### src/rtl/aip_pkg.sv
`default_nettype none
// ============================================================================
// Module      : aip_pkg
// Description : Shared config codes, STATUS field positions and FSM states
//               for the AIP host responder.
// Revision    : 1.0 - initial release
// ============================================================================
package aip_pkg;

    localparam logic [4:0] MDATAINX = 5'd0;
    localparam logic [4:0] ADATAINX = 5'd1;
    localparam logic [4:0] MDATAINY = 5'd2;
    localparam logic [4:0] ADATAINY = 5'd3;
    localparam logic [4:0] MDATAOUT = 5'd4;
    localparam logic [4:0] ADATAOUT = 5'd5;
    localparam logic [4:0] DCONFIG  = 5'd6;
    localparam logic [4:0] ACONFIG  = 5'd7;
    localparam logic [4:0] STATUS   = 5'd30;
    localparam logic [4:0] IP_ID    = 5'd31;

    localparam int MASK_LSB = 16;
    localparam int BUSY_BIT = 8;
    localparam int DONE_BIT = 0;
    localparam int ERR_BIT  = 1;

    typedef enum logic [1:0] {
        ST_IDLE  = 2'd0,
        ST_START = 2'd1,
        ST_BUSY  = 2'd2
    } aip_state_e;

    function automatic logic code_is_defined(input logic [4:0] code);
        return (code <= ACONFIG) || (code == STATUS) || (code == IP_ID);
    endfunction

endpackage : aip_pkg
`default_nettype wire

### src/rtl/aip_ptr_counter.sv
`default_nettype none
// ============================================================================
// Module      : aip_ptr_counter
// Description : Loadable auto-increment address pointer wrapping at DEPTH.
// Revision    : 1.0 - initial release
// ============================================================================
module aip_ptr_counter #(
    parameter int DEPTH = 32,
    parameter int AW    = $clog2(DEPTH)
) (
    input  logic          clk,
    input  logic          rst_a,
    input  logic          en,
    input  logic          load,
    input  logic          inc,
    input  logic [AW-1:0] load_val,
    output logic [AW-1:0] ptr
);

    localparam logic [AW-1:0] C_LAST = AW'(DEPTH - 1);

    logic [AW-1:0] r_ptr;

    always_ff @(posedge clk or negedge rst_a) begin
        if (!rst_a) begin
            r_ptr <= '0;
        end else if (en) begin
            if (load) begin
                r_ptr <= load_val;
            end else if (inc) begin
                r_ptr <= (r_ptr == C_LAST) ? '0 : r_ptr + 1'b1;
            end
        end
    end

    assign ptr = r_ptr;

endmodule : aip_ptr_counter
`default_nettype wire

### src/rtl/aip_host_responder.sv
`default_nettype none
// ============================================================================
// Module      : aip_host_responder
// Description : AIP host-bus responder: config decode, memory pointers,
//               status/interrupt, config register and core start/done FSM.
//               Optional macro AIP_ERR_FLAG_EN enables the ERR flag (bit 1).
// Revision    : 1.0 - initial release
// ============================================================================
module aip_host_responder
    import aip_pkg::*;
#(
    parameter int          DATAWIDTH   = 32,
    parameter logic [31:0] IP_ID_VALUE = 32'h1000500A,
    parameter int          X_DEPTH     = 32,
    parameter int          Y_DEPTH     = 32,
    parameter int          Z_DEPTH     = 64
) (
    input  logic                       clk,
    input  logic                       rst_a,
    input  logic                       en_s,
    input  logic [DATAWIDTH-1:0]       data_in,
    output logic [DATAWIDTH-1:0]       data_out,
    input  logic                       write,
    input  logic                       read,
    input  logic                       start,
    input  logic [4:0]                 conf_dbus,
    output logic                       int_req,
    output logic                       x_we,
    output logic [$clog2(X_DEPTH)-1:0] x_addr,
    output logic                       y_we,
    output logic [$clog2(Y_DEPTH)-1:0] y_addr,
    output logic [DATAWIDTH-1:0]       mem_wdata,
    output logic [$clog2(Z_DEPTH)-1:0] z_addr,
    input  logic [DATAWIDTH-1:0]       z_rdata,
    output logic [DATAWIDTH-1:0]       cfg,
    output logic                       core_start,
    input  logic                       core_done
);

    localparam int AW_X = $clog2(X_DEPTH);
    localparam int AW_Y = $clog2(Y_DEPTH);
    localparam int AW_Z = $clog2(Z_DEPTH);

    aip_state_e          r_state;
    logic                r_core_start;
    logic [DATAWIDTH-1:0] r_dout;
    logic [DATAWIDTH-1:0] r_cfg;
    logic [7:0]          r_mask;
    logic [7:0]          r_flags;
    logic                r_int_n;

    logic                w_wr;
    logic                w_rd;
    logic                w_busy;
    logic                w_done_evt;
    logic                w_err_evt;
    logic                w_x_we;
    logic                w_y_we;
    logic [AW_X-1:0]     w_x_ptr;
    logic [AW_Y-1:0]     w_y_ptr;
    logic [AW_Z-1:0]     w_z_ptr;
    logic [7:0]          w_flags_nxt;
    logic [31:0]         w_status;
    logic [DATAWIDTH-1:0] w_rd_word;

    // A simultaneous read is dropped when write is also asserted.
    assign w_wr       = en_s & write;
    assign w_rd       = en_s & read & ~write;
    assign w_busy     = (r_state != ST_IDLE);
    assign w_done_evt = en_s & core_done & (r_state == ST_BUSY);
    assign w_x_we     = w_wr & (conf_dbus == MDATAINX);
    assign w_y_we     = w_wr & (conf_dbus == MDATAINY);

`ifdef AIP_ERR_FLAG_EN
    assign w_err_evt = ((w_wr | w_rd) & ~code_is_defined(conf_dbus))
                     | (en_s & start & w_busy);
`else
    assign w_err_evt = 1'b0;
`endif

    aip_ptr_counter #(.DEPTH(X_DEPTH), .AW(AW_X)) u_x_ptr (
        .clk      (clk),
        .rst_a    (rst_a),
        .en       (en_s),
        .load     (w_wr && (conf_dbus == ADATAINX)),
        .inc      (w_x_we),
        .load_val (data_in[AW_X-1:0]),
        .ptr      (w_x_ptr)
    );

    aip_ptr_counter #(.DEPTH(Y_DEPTH), .AW(AW_Y)) u_y_ptr (
        .clk      (clk),
        .rst_a    (rst_a),
        .en       (en_s),
        .load     (w_wr && (conf_dbus == ADATAINY)),
        .inc      (w_y_we),
        .load_val (data_in[AW_Y-1:0]),
        .ptr      (w_y_ptr)
    );

    aip_ptr_counter #(.DEPTH(Z_DEPTH), .AW(AW_Z)) u_z_ptr (
        .clk      (clk),
        .rst_a    (rst_a),
        .en       (en_s),
        .load     (w_wr && (conf_dbus == ADATAOUT)),
        .inc      (w_rd && (conf_dbus == MDATAOUT)),
        .load_val (data_in[AW_Z-1:0]),
        .ptr      (w_z_ptr)
    );

    // Done/err set after the host clear so a same-cycle set always wins.
    always_comb begin
        w_flags_nxt = r_flags;
        if (w_wr && (conf_dbus == STATUS)) begin
            w_flags_nxt = r_flags & ~data_in[7:0];
        end
        if (w_done_evt) begin
            w_flags_nxt[DONE_BIT] = 1'b1;
        end
        if (w_err_evt) begin
            w_flags_nxt[ERR_BIT] = 1'b1;
        end
    end

    always_comb begin
        w_status                   = '0;
        w_status[MASK_LSB +: 8]    = r_mask;
        w_status[BUSY_BIT]         = w_busy;
        w_status[7:0]              = r_flags;
    end

    always_comb begin
        w_rd_word = '0;
        case (conf_dbus)
            STATUS:   w_rd_word = DATAWIDTH'(w_status);
            IP_ID:    w_rd_word = DATAWIDTH'(IP_ID_VALUE);
            DCONFIG:  w_rd_word = r_cfg;
            MDATAOUT: w_rd_word = z_rdata;
            default:  w_rd_word = '0;
        endcase
    end

    always_ff @(posedge clk or negedge rst_a) begin
        if (!rst_a) begin
            r_state      <= ST_IDLE;
            r_core_start <= 1'b0;
        end else if (en_s) begin
            case (r_state)
                ST_IDLE: begin
                    if (start) begin
                        r_state      <= ST_START;
                        r_core_start <= 1'b1;
                    end
                end
                ST_START: begin
                    r_state      <= ST_BUSY;
                    r_core_start <= 1'b0;
                end
                ST_BUSY: begin
                    if (core_done) begin
                        r_state <= ST_IDLE;
                    end
                end
                default: begin
                    r_state      <= ST_IDLE;
                    r_core_start <= 1'b0;
                end
            endcase
        end
    end

    always_ff @(posedge clk or negedge rst_a) begin
        if (!rst_a) begin
            r_dout  <= '0;
            r_cfg   <= '0;
            r_mask  <= '0;
            r_flags <= '0;
            r_int_n <= 1'b1;
        end else if (en_s) begin
            if (w_wr && (conf_dbus == DCONFIG)) begin
                r_cfg <= data_in;
            end
            if (w_wr && (conf_dbus == STATUS)) begin
                r_mask <= data_in[MASK_LSB +: 8];
            end
            r_flags <= w_flags_nxt;
            // Built from the registered flags/mask: lags a change by one cycle.
            r_int_n <= ~|(r_flags & r_mask);
            if (w_rd) begin
                r_dout <= w_rd_word;
            end
        end
    end

    assign data_out   = r_dout;
    assign int_req    = r_int_n;
    assign cfg        = r_cfg;
    assign core_start = r_core_start;
    assign x_we       = w_x_we;
    assign y_we       = w_y_we;
    assign x_addr     = w_x_ptr;
    assign y_addr     = w_y_ptr;
    assign z_addr     = w_z_ptr;
    assign mem_wdata  = data_in;

endmodule : aip_host_responder
`default_nettype wire

### config.mk
export PLATFORM = sky130hd
export DESIGN_NAME = aip_host_responder
export DESIGN_NICKNAME = d
export VERILOG_FILES = /design/src/rtl/aip_pkg.sv /design/src/rtl/aip_ptr_counter.sv /design/src/rtl/aip_host_responder.sv
export SDC_FILE = /design/constraint.sdc
export NUM_CORES = 1
export LEC_CHECK = 0
export CORE_MARGIN = 3
export CORE_UTILIZATION = 25
export CTS_BUF_LIST = sky130_fd_sc_hd__clkbuf_2 sky130_fd_sc_hd__clkbuf_4 sky130_fd_sc_hd__clkbuf_8
export DETAILED_ROUTE_END_ITERATION = 8
export GPL_TIMING_DRIVEN = 0
export PLACE_DENSITY_LB_ADDON = 0.12
export SYNTH_ARGS = -nofsm -noshare
export SYNTH_HDL_FRONTEND = slang
export SYNTH_SLANG_ARGS = --single-unit
### constraint.sdc
create_clock -name clk -period 3.6 [get_ports clk]
set_input_delay 0.72 -clock clk [delete_from_list [all_inputs] [get_ports clk]]
set_output_delay 0.72 -clock clk [all_outputs]
set_load 0.02 [all_outputs]
After elaboration in Yosys (flattened, before gate mapping)

Cells that the tools add are included.

Add/subtract/negate cells: 3
$mul: 0
Divide/modulo/power cells: 0
Magnitude comparators: 0
Eq/ne operators: 15
Shift-type cells: 0
Muxes and demuxes: 17
Bitwise gates (word level): 12
Reduce and logical (&&, ||, !) cells: 24

Operators by type and width:

| operator                                      | count |
|---|---|
| one-hot mux 32 bit (4 select lines)           | 1 |
| two-way mux 5 bit                             | 6 |
| == test 5 bit, second input constant          | 4 |
| two-way mux 6 bit                             | 3 |
| AND 8 bit                                     | 2 |
| == test 5 x 3 -> 1 bit, second input constant | 3 |
| AND reduction 2 bit                           | 7 |
| adder 5 x 1 -> 5 bit, second input constant   | 2 |
| == test 5 x 2 -> 1 bit, second input constant | 2 |
| nonzero test 2 bit                            | 5 |
| NOT 8 bit                                     | 1 |
| OR reduction 8 bit                            | 1 |
| AND 1 bit                                     | 7 |
| adder 6 x 1 -> 6 bit, second input constant   | 1 |
| == test 6 bit, second input constant          | 1 |
| logical AND 1 bit                             | 6 |
| one-hot mux 2 bit (3 select lines)            | 1 |
| AND reduction 3 bit                           | 2 |
| == test 5 x 1 -> 1 bit, second input constant | 1 |
| zero test 5 bit                               | 1 |
| two-way mux 2 bit                             | 2 |
| inequality test 2 bit, second input constant  | 2 |
| two-way mux 1 bit                             | 3 |
| == test 2 x 1 -> 1 bit, second input constant | 1 |
| other kinds (5)                               | 6 |

Register bits: 100
Latch bits: 0
RAM bits: 0
ROM bits: 0
Input port bits: 76
Output and inout port bits: 116
Word-level logic and storage cells: 82
Memories: 0

Logic depth before layout (Yosys ltp)

Gate-level depths: netlist (run 1).

Depth after elaboration: 5
Depth in mapped cells: 8
Depth with buffers taken out: 6

Hierarchy

A second synthesis (run 1) with hierarchy kept.

Cells, all modules: 451
Area, all modules: 5222.5 sq um

By module, submodules not included:

| module                         | times used | cells an instance | area each (sq um) | sequential area each (sq um) |
|---|---|---|---|---|
| aip_host_responder             | 1          | 348               | 4235.3            | 2103.3 |
| aip_ptr_counter at u_x_ptr ... | 2          | 31                | 311.5             | 125.1 |
| aip_ptr_counter at u_z_ptr     | 1          | 41                | 364.1             | 150.1 |

Worst setup path after synthesis (run 1)

Ideal clock, no wire load.

Kind: input-to-output
Start: input conf_dbus[1]
End: output x_we
Arrival time: 1.991 ns
Required time: 2.880 ns
Path slack: 0.889 ns
Stages on the path: 4
Buffers on the path: 2
Cells stage by stage: buf_6 or4b_2 clkbuf_1 nor2_1

Longest elaborated chain between the ends: 2

RTL lines:

| item            | line                     | text |
|---|---|---|
| from (decl)     | aip_host_responder.sv:26 | `input logic [4:0] conf_dbus,` |
| zero test 5 bit | aip_host_responder.sv:71 | `assign w_x_we = w_wr & (conf_dbus == MDATAINX);` |
| AND 1 bit       | aip_host_responder.sv:71 |  |
| to (decl)       | aip_host_responder.sv:28 | `output logic x_we,` |

Every way passes these cells.

Worst setup path after layout (run 1)

Start: input write
End: output x_we

Longest elaborated chain between the ends: 2

RTL lines:

| item        | line                     | text |
|---|---|---|
| from (decl) | aip_host_responder.sv:23 | `input logic write,` |
| AND 1 bit   | aip_host_responder.sv:67 | `assign w_wr = en_s & write;` |
| AND 1 bit   | aip_host_responder.sv:71 |  |

Every way passes these cells.

==> qor.txt, run 1 <==
clk slew on worst S/H paths = 100 ps
Root Driver = clkbuf_8
worst setup margin = 160 ps
Post-DRT Antenna Nets = 0
Slew HR = 43.6%
die height = 146 µm
H-Tree Depth = 3
initial antenna violation count = 1
Worst Setup Start Kind = input pin
Yosys top cell by area = dfrtp_1
sequential area share after synthesis = 51.0%
drt pass-1 iters = 4
Static Leak = 0.00307 µW
pin count of the biggest net entering global routing = 56
Pwr Total = 2780 µW
top achievable clock speed = 291 MHz
CTS Sinks = 100
Max-Cap Viols = 0
top-count cell post-synth = dfrtp_1
CTS Hold Buffers Added = 0
gr usage total = 16.4%
Hold Crit Class = in2async
gr ovfl total = 0
Distinct cells, synth = 48
DPL Wire Length = 13100 µm
top-level port count = 192
Crit Path Class = in2out
Pwr per Cell Area = 378 nW/µm²
fin crit period = 3440 ps
Final Skew = 10.1 ps
largest vdd supply drop = 0.153 mV
Slew Viols, Final = 0
vias in the first global route = 4613
Routed WL = 17500 µm
initial DRC count = 175
Finished Layout Cells = 933
Die W = 146 µm
global-route wire length before repair = 27300 µm
syn avg cell area = 10.5 µm²
CTS tree = built
Layout fillers = 1931
CTS buffer count = 9
Initial Util = 25.8%
main combinational cell family by area after synthesis = compound AO/OA/AOI/OAI gates
post-placement cell area = 7150 µm²
storage element area = 2500 µm²
worst setup path endpoint = x_we
number of flops mapped to enable cells by yosys = 0
Synth Area in Compound Gates = 14.8%
WL per Instance = 18.7 µm
R2R cell count = 6
r2r setup slk = 1980 ps
Cell Rows = 50
die area = 21300 µm²
multi-input logic area = 2030 µm²
synth warn = 0
Synth Area in Simple Gates = 11.6%
Critical Path Source = write
share of cells above drive strength 1 = 17.1%
Synth Area in Adders = 1.27%
final hold vios = 0
DRC viols = 0
multiplexer share of the synthesized area = 13.3%
asr flop ratio synth = 100%
largest fanout on the critical path = 10
design area = 7350 µm²
worst reg2reg path endpoint = u_x_ptr.ptr[1]$_DFFE_PN0P_
Final setup viols = 0
Final Wtd Congestion = 0.772
unrepaired setup endpoints after global routing = false
Worst Setup End Kind = output port
DR vias/cell = 4.62
Syn Nets = 548
commonest cells in the netlist = 99 x dfrtp_1, 52 x nand2_1, 44 x o21ai_0
routed via count = 4313
Cells after Synth = 467
dominant synthesized flop cell = dfrtp_1
Nets = 749
Core ar. = 19000 µm²
Yosys reg bits = 100
Critical Path RT = 2880 ps
RR Startpoint = u_x_ptr.ptr[0]$_DFFE_PN0P_
later-pin clock latency in the skew report = 380 ps
Setup WS pre-CTS = -309 ps
status = finished clean
Least-Margin Pin Slew = 846 ps
clk buf depth = 2
Synth Area in XOR/XNOR = 0.357%
Tcrit/Tclk final = 95.6%
placed instance count = 917
Post-Syn Area = 4910 µm²
Critical Path AT = 2720 ps
Area Overhead vs Synth = 49.7%
antenna cells = 0
port buffer count = 189
area share of the largest cell type after synthesis = 50.5%
Area contributors post-synth = dfrtp_1 50%, mux2_2 9.4%, buf_4 4.9%
[placed cells by master (no fill, tap or decap), types with 4 or more instances in the layout]
| cell type | instances |
|---|---|
| nand3_1 | 7 |
| clkbuf_8 | 9 |
| ha_1 | 5 |
| mux2i_1 | 19 |
| nand2b_1 | 4 |
| nor2_1 | 27 |
| nand2_1 | 52 |
| a31oi_1 | 6 |
| o21ai_0 | 44 |
| buf_4 | 33 |
| a21boi_0 | 7 |
| a21oi_1 | 26 |
| mux2_2 | 41 |
| dfrtp_1 | 99 |
| a221o_1 | 4 |
| inv_1 | 5 |
| a22oi_1 | 21 |
| clkbuf_1 | 15 |
| buf_2 | 8 |
| clkdlybuf4s50_1 | 187 |
| nor2b_1 | 4 |
[layer usage]
layer | up-vias | wire [µm] | share of wire (%) | GRT usage (%)
met5 | - | 9 | 0.052 | 0
met4 | 2 | 344 | 2.0 | 4.14
met3 | 23 | 1200 | 6.8 | 5.71
met2 | 135 | 8650 | 50 | 28.2
met1 | 2122 | 7270 | 42 | 19.7
li1 | 2031 | - | - | -
[repair_timing]
item / in CTS / in global routing
setup endpoints to repair: 2 / 1
gates resized for setup: 3 / 2
setup buffers: 0 / 0
[state kept, by name, summed over array words and instances (netlist names)]
register / count
cfg: 32
data_out: 32
r_flags: 8
r_mask: 8
u_z_ptr.ptr: 6
u_x_ptr.ptr: 5
u_y_ptr.ptr: 5
r_state: 2
core_start: 1
int_req: 1
[report_power, final]
group	total (µW)	switching (µW)	internal [µW]
clock network	763	423	340
logic	694	330	364
registers	1320	98.7	1220
total	2780	851	1930
[worst min path at each step]
stage / to / from / slack (ps)
6_report: cfg[29]$_DFFE_PN0P_ / rst_a / 350
5_1_grt: cfg[29]$_DFFE_PN0P_ / rst_a / 370
2_1_floorplan: cfg[0]$_DFFE_PN0P_ / rst_a / 420
3_3_place_gp: data_out[27]$_DFFE_PN0P_ / data_out[27]$_DFFE_PN0P_ / 460
3_5_place_dp: int_req$_DFFE_PN1P_ / int_req$_DFFE_PN1P_ / 470
4_1_cts: cfg[29]$_DFFE_PN0P_ / rst_a / 360
[area by class of cell]
type | count | share of cell area [%]
clock buffer | 11 | 1.89
tap | 260 | 4.43
sequential | 100 | 34.1
inverter | 5 | 0.255
buffer | 59 | 4.92
timing repair buffer | 190 | 26.0
clock inverter | 5 | 0.818
multi-input combinational | 303 | 27.6
[worst max-delay path, cell delays in order]
cell and delay, ps:
clkdlybuf4s50_1 570, nand2_1 150, or4b_2 720, clkbuf_2 220
nor2_1 150, clkbuf_2 190
[per-stage QoR]
stage,setup TNS [ps],utilization [%],hold WS (ps)
6_report,0,38.6,355
5_1_grt,0,38.6,371
4_1_cts,0,38.6,356
3_5_place_dp,-400,37.6,470
3_3_place_gp,-228760,37.5,462
2_1_floorplan,0,-,424
[logic make-up (layout without fill, tap and decap cells)]
| kind of cell | after synthesis | count (layout) |
|---|---|---|
| AND/OR/NAND/NOR | 119 | 119 |
| AO/OA/AOI/OAI | 117 | 117 |
| flip-flops | 100 | 100 |
| buffers and inverters | 64 | 270 |
| multiplexers | 60 | 60 |
| adder cells (fa/ha/maj) | 5 | 5 |
| XOR/XNOR | 2 | 2 |
No activity file was read; power rests on OpenSTA's default activity.
==> run 2, diff against run 1 <==
- MAX_ROUTING_LAYER: not set -> met4
- TNS_END_PERCENT: not set -> 20
==> qor.txt, run 2 (synthesis results as in run 1) <==
post-placement cell area = 7150 µm² (unchanged)
Crit Path Class = in2out
gr usage total = 16.9% (+0.49 points)
Routed WL = 17500 µm (about the same)
Final setup viols = 0 (unchanged)
WL per Instance = 18.7 µm (-0.19%)
clk slew on worst S/H paths = 110 ps (about the same)
Cell Rows = 50 (unchanged)
top achievable clock speed = 290 MHz (about the same)
Psw = 851 µW (about the same)
Final Wtd Congestion = 0.782 (+1.3%)
Hold Crit Class = in2async
largest vdd supply drop = 0.154 mV (+0.63%)
Layout fillers = 1931 (unchanged)
worst reg2reg path endpoint = u_x_ptr.ptr[1]$_DFFE_PN0P_
global-route wire length before repair = 27300 µm (about the same)
Pint = 1930 µW (about the same)
Post-DRT Antenna Nets = 0 (unchanged)
H-Tree Depth = 3 (unchanged)
multi-input logic area = 2030 µm² (unchanged)
Critical Path Source = write
Switching Share = 30.6% (about the same)
Die W = 146 µm (unchanged)
die height = 146 µm (unchanged)
DPL Wire Length = 13100 µm (unchanged)
Setup WS pre-CTS = -309 ps (unchanged)
share of cells above drive strength 1 = 17.1% (unchanged)
initial DRC count = 166 (-5.1%)
Slew Viols, Final = 0 (unchanged)
later-pin clock latency in the skew report = 380 ps (about the same)
Static Leak = 0.00307 µW (about the same)
pin count of the biggest net entering global routing = 56 (unchanged)
port buffer count = 189 (unchanged)
routed via count = 4329 (+0.37%)
Finished Layout Cells = 935 (+0.21%)
Tcrit/Tclk final = 95.7% (about the same)
Area Overhead vs Synth = 49.8% (about the same)
most frequent CP cell = clkbuf_2
worst setup path endpoint = x_we
R2R cell count = 6 (unchanged)
Least-Margin Pin Slew = 849 ps (+3.52 ps)
Max-Cap Viols = 0 (unchanged)
Core ar. = 19000 µm² (unchanged)
RR Startpoint = u_x_ptr.ptr[0]$_DFFE_PN0P_
design area = 7350 µm² (about the same)
drt pass-1 iters = 4 (unchanged)
CTS buffer count = 9 (unchanged)
Hold WS = 348 ps (-6.84 ps)
Pwr per Cell Area = 378 nW/µm² (about the same)
top-level port count = 192 (unchanged)
placed instance count = 917 (unchanged)
storage element area = 2500 µm² (unchanged)
Gate power share = 24.9% (about the same)
slowest stage delay, CP = 720 ps (about the same)
worst setup margin = 156 ps (-3.25 ps)
Pwr Total = 2780 µW (about the same)
CTS Sinks = 100 (unchanged)
Root Driver = clkbuf_8
clk buf depth = 2 (unchanged)
clock share of power = 27.5% (about the same)
Worst Setup Start Kind = input pin
initial antenna violation count = 1 (unchanged)
Final Skew = 10.8 ps (+0.729 ps)
crit path max-delay cell type = or4b_2
Nets = 749 (unchanged)
Setup Buffers After CTS = 0 (unchanged)
die area = 21300 µm² (unchanged)
Critical Path AT = 2720 ps (about the same)
crit-path cells = clkdlybuf4s50_1, nand2_1, or4b_2, clkbuf_2, nor2_1, clkbuf_2
r2r setup slk = 1980 ps (about the same)
Slew HR = 43.4% (-0.23 points)
DRC viols = 0 (unchanged)
status = finished clean
unrepaired setup endpoints after global routing = false
most frequent cells in the layout = 187 x clkdlybuf4s50_1, 99 x dfrtp_1, 52 x nand2_1, 44 x o21ai_0, 41 x mux2_2
most common cell after layout, fill and taps aside = clkdlybuf4s50_1
Worst Setup End Kind = output port
Sequential Power Share = 47.6% (about the same)
Critical Path RT = 2880 ps (about the same)
vias in the first global route = 4622 (+0.20%)
gr ovfl total = 0 (unchanged)
final hold vios = 0 (unchanged)
CTS tree = built
fin crit period = 3440 ps (+3.25 ps)
largest fanout on the critical path = 10 (unchanged)
Initial Util = 25.8% (unchanged)
DR vias/cell = 4.63 (+0.16%)
-- run 2: cell types whose count changed in the layout (fill, tap and decap cells not counted) --
cell / delta
diode_2: +2
-- run 2: worst min-delay path by stage --
stage	start	endpoint	slack, ps	cells after the start
2_1_floorplan	rst_a	cfg[0]$_DFFE_PN0P_	420	0
3_3_place_gp	data_out[27]$_DFFE_PN0P_	data_out[27]$_DFFE_PN0P_	460	2
3_5_place_dp	int_req$_DFFE_PN1P_	int_req$_DFFE_PN1P_	470	2
4_1_cts	rst_a	cfg[29]$_DFFE_PN0P_	360	1
5_1_grt	rst_a	cfg[29]$_DFFE_PN0P_	370	1
6_report	rst_a	cfg[29]$_DFFE_PN0P_	350	1
-- run 2: final cells by class --
class	instances	share of cell area (%)
Antenna cell	2	0.0681
Buffer	59	4.92
Clock buffer	11	1.89
Clock inverter	5	0.817
Inverter	5	0.255
Multi-Input combinational cell	303	27.6
Sequential cell	100	34.1
Tap cell	260	4.43
Timing Repair Buffer	190	26.0
-- run 2: layer usage --
| metal | GRT usage (%) | share of wire [%] | vias to the layer above |
|---|---|---|---|
| met5 | - | 0 | - |
| met4 | 4.14 | 1.9 | 0 |
| met3 | 5.12 | 6.8 | 21 |
| met2 | 28.2 | 49 | 141 |
| met1 | 20.1 | 42 | 2126 |
| li1 | - | - | 2041 |
-- run 2: what timing repair did --
action / in CTS / in global routing
hold endpoints to repair: 0 / 0
resized for setup: 3 / 2
hold buffers: 0 / 0
endpoints found under the setup margin: 2 / 1
pin swaps: 0 / 0
-- run 2: per-stage QoR --
step	setup TNS, ps	util [%]
after floorplan	0	-
after detailed placement	-400	37.6
after CTS	0	38.6
final	0	38.7
after global placement	-228760	37.5
after global routing	0	38.6
-- run 2: critical path: cells and delay by family --
family / cells / cell delay (ps)
AND/OR/NAND/NOR: 3 / 1030
buffers and inverters: 3 / 980
-- run 2: power groups by stage --
stage / Combinational (µW) / Sequential, µW / Clock (µW)
after floorplan: 229 / 1420 / 0
after global placement: 689 / 1340 / 0
after detailed placement: 699 / 1350 / 0
after CTS: 704 / 1330 / 804
after global routing: 750 / 1340 / 842
final: 693 / 1320 / 764
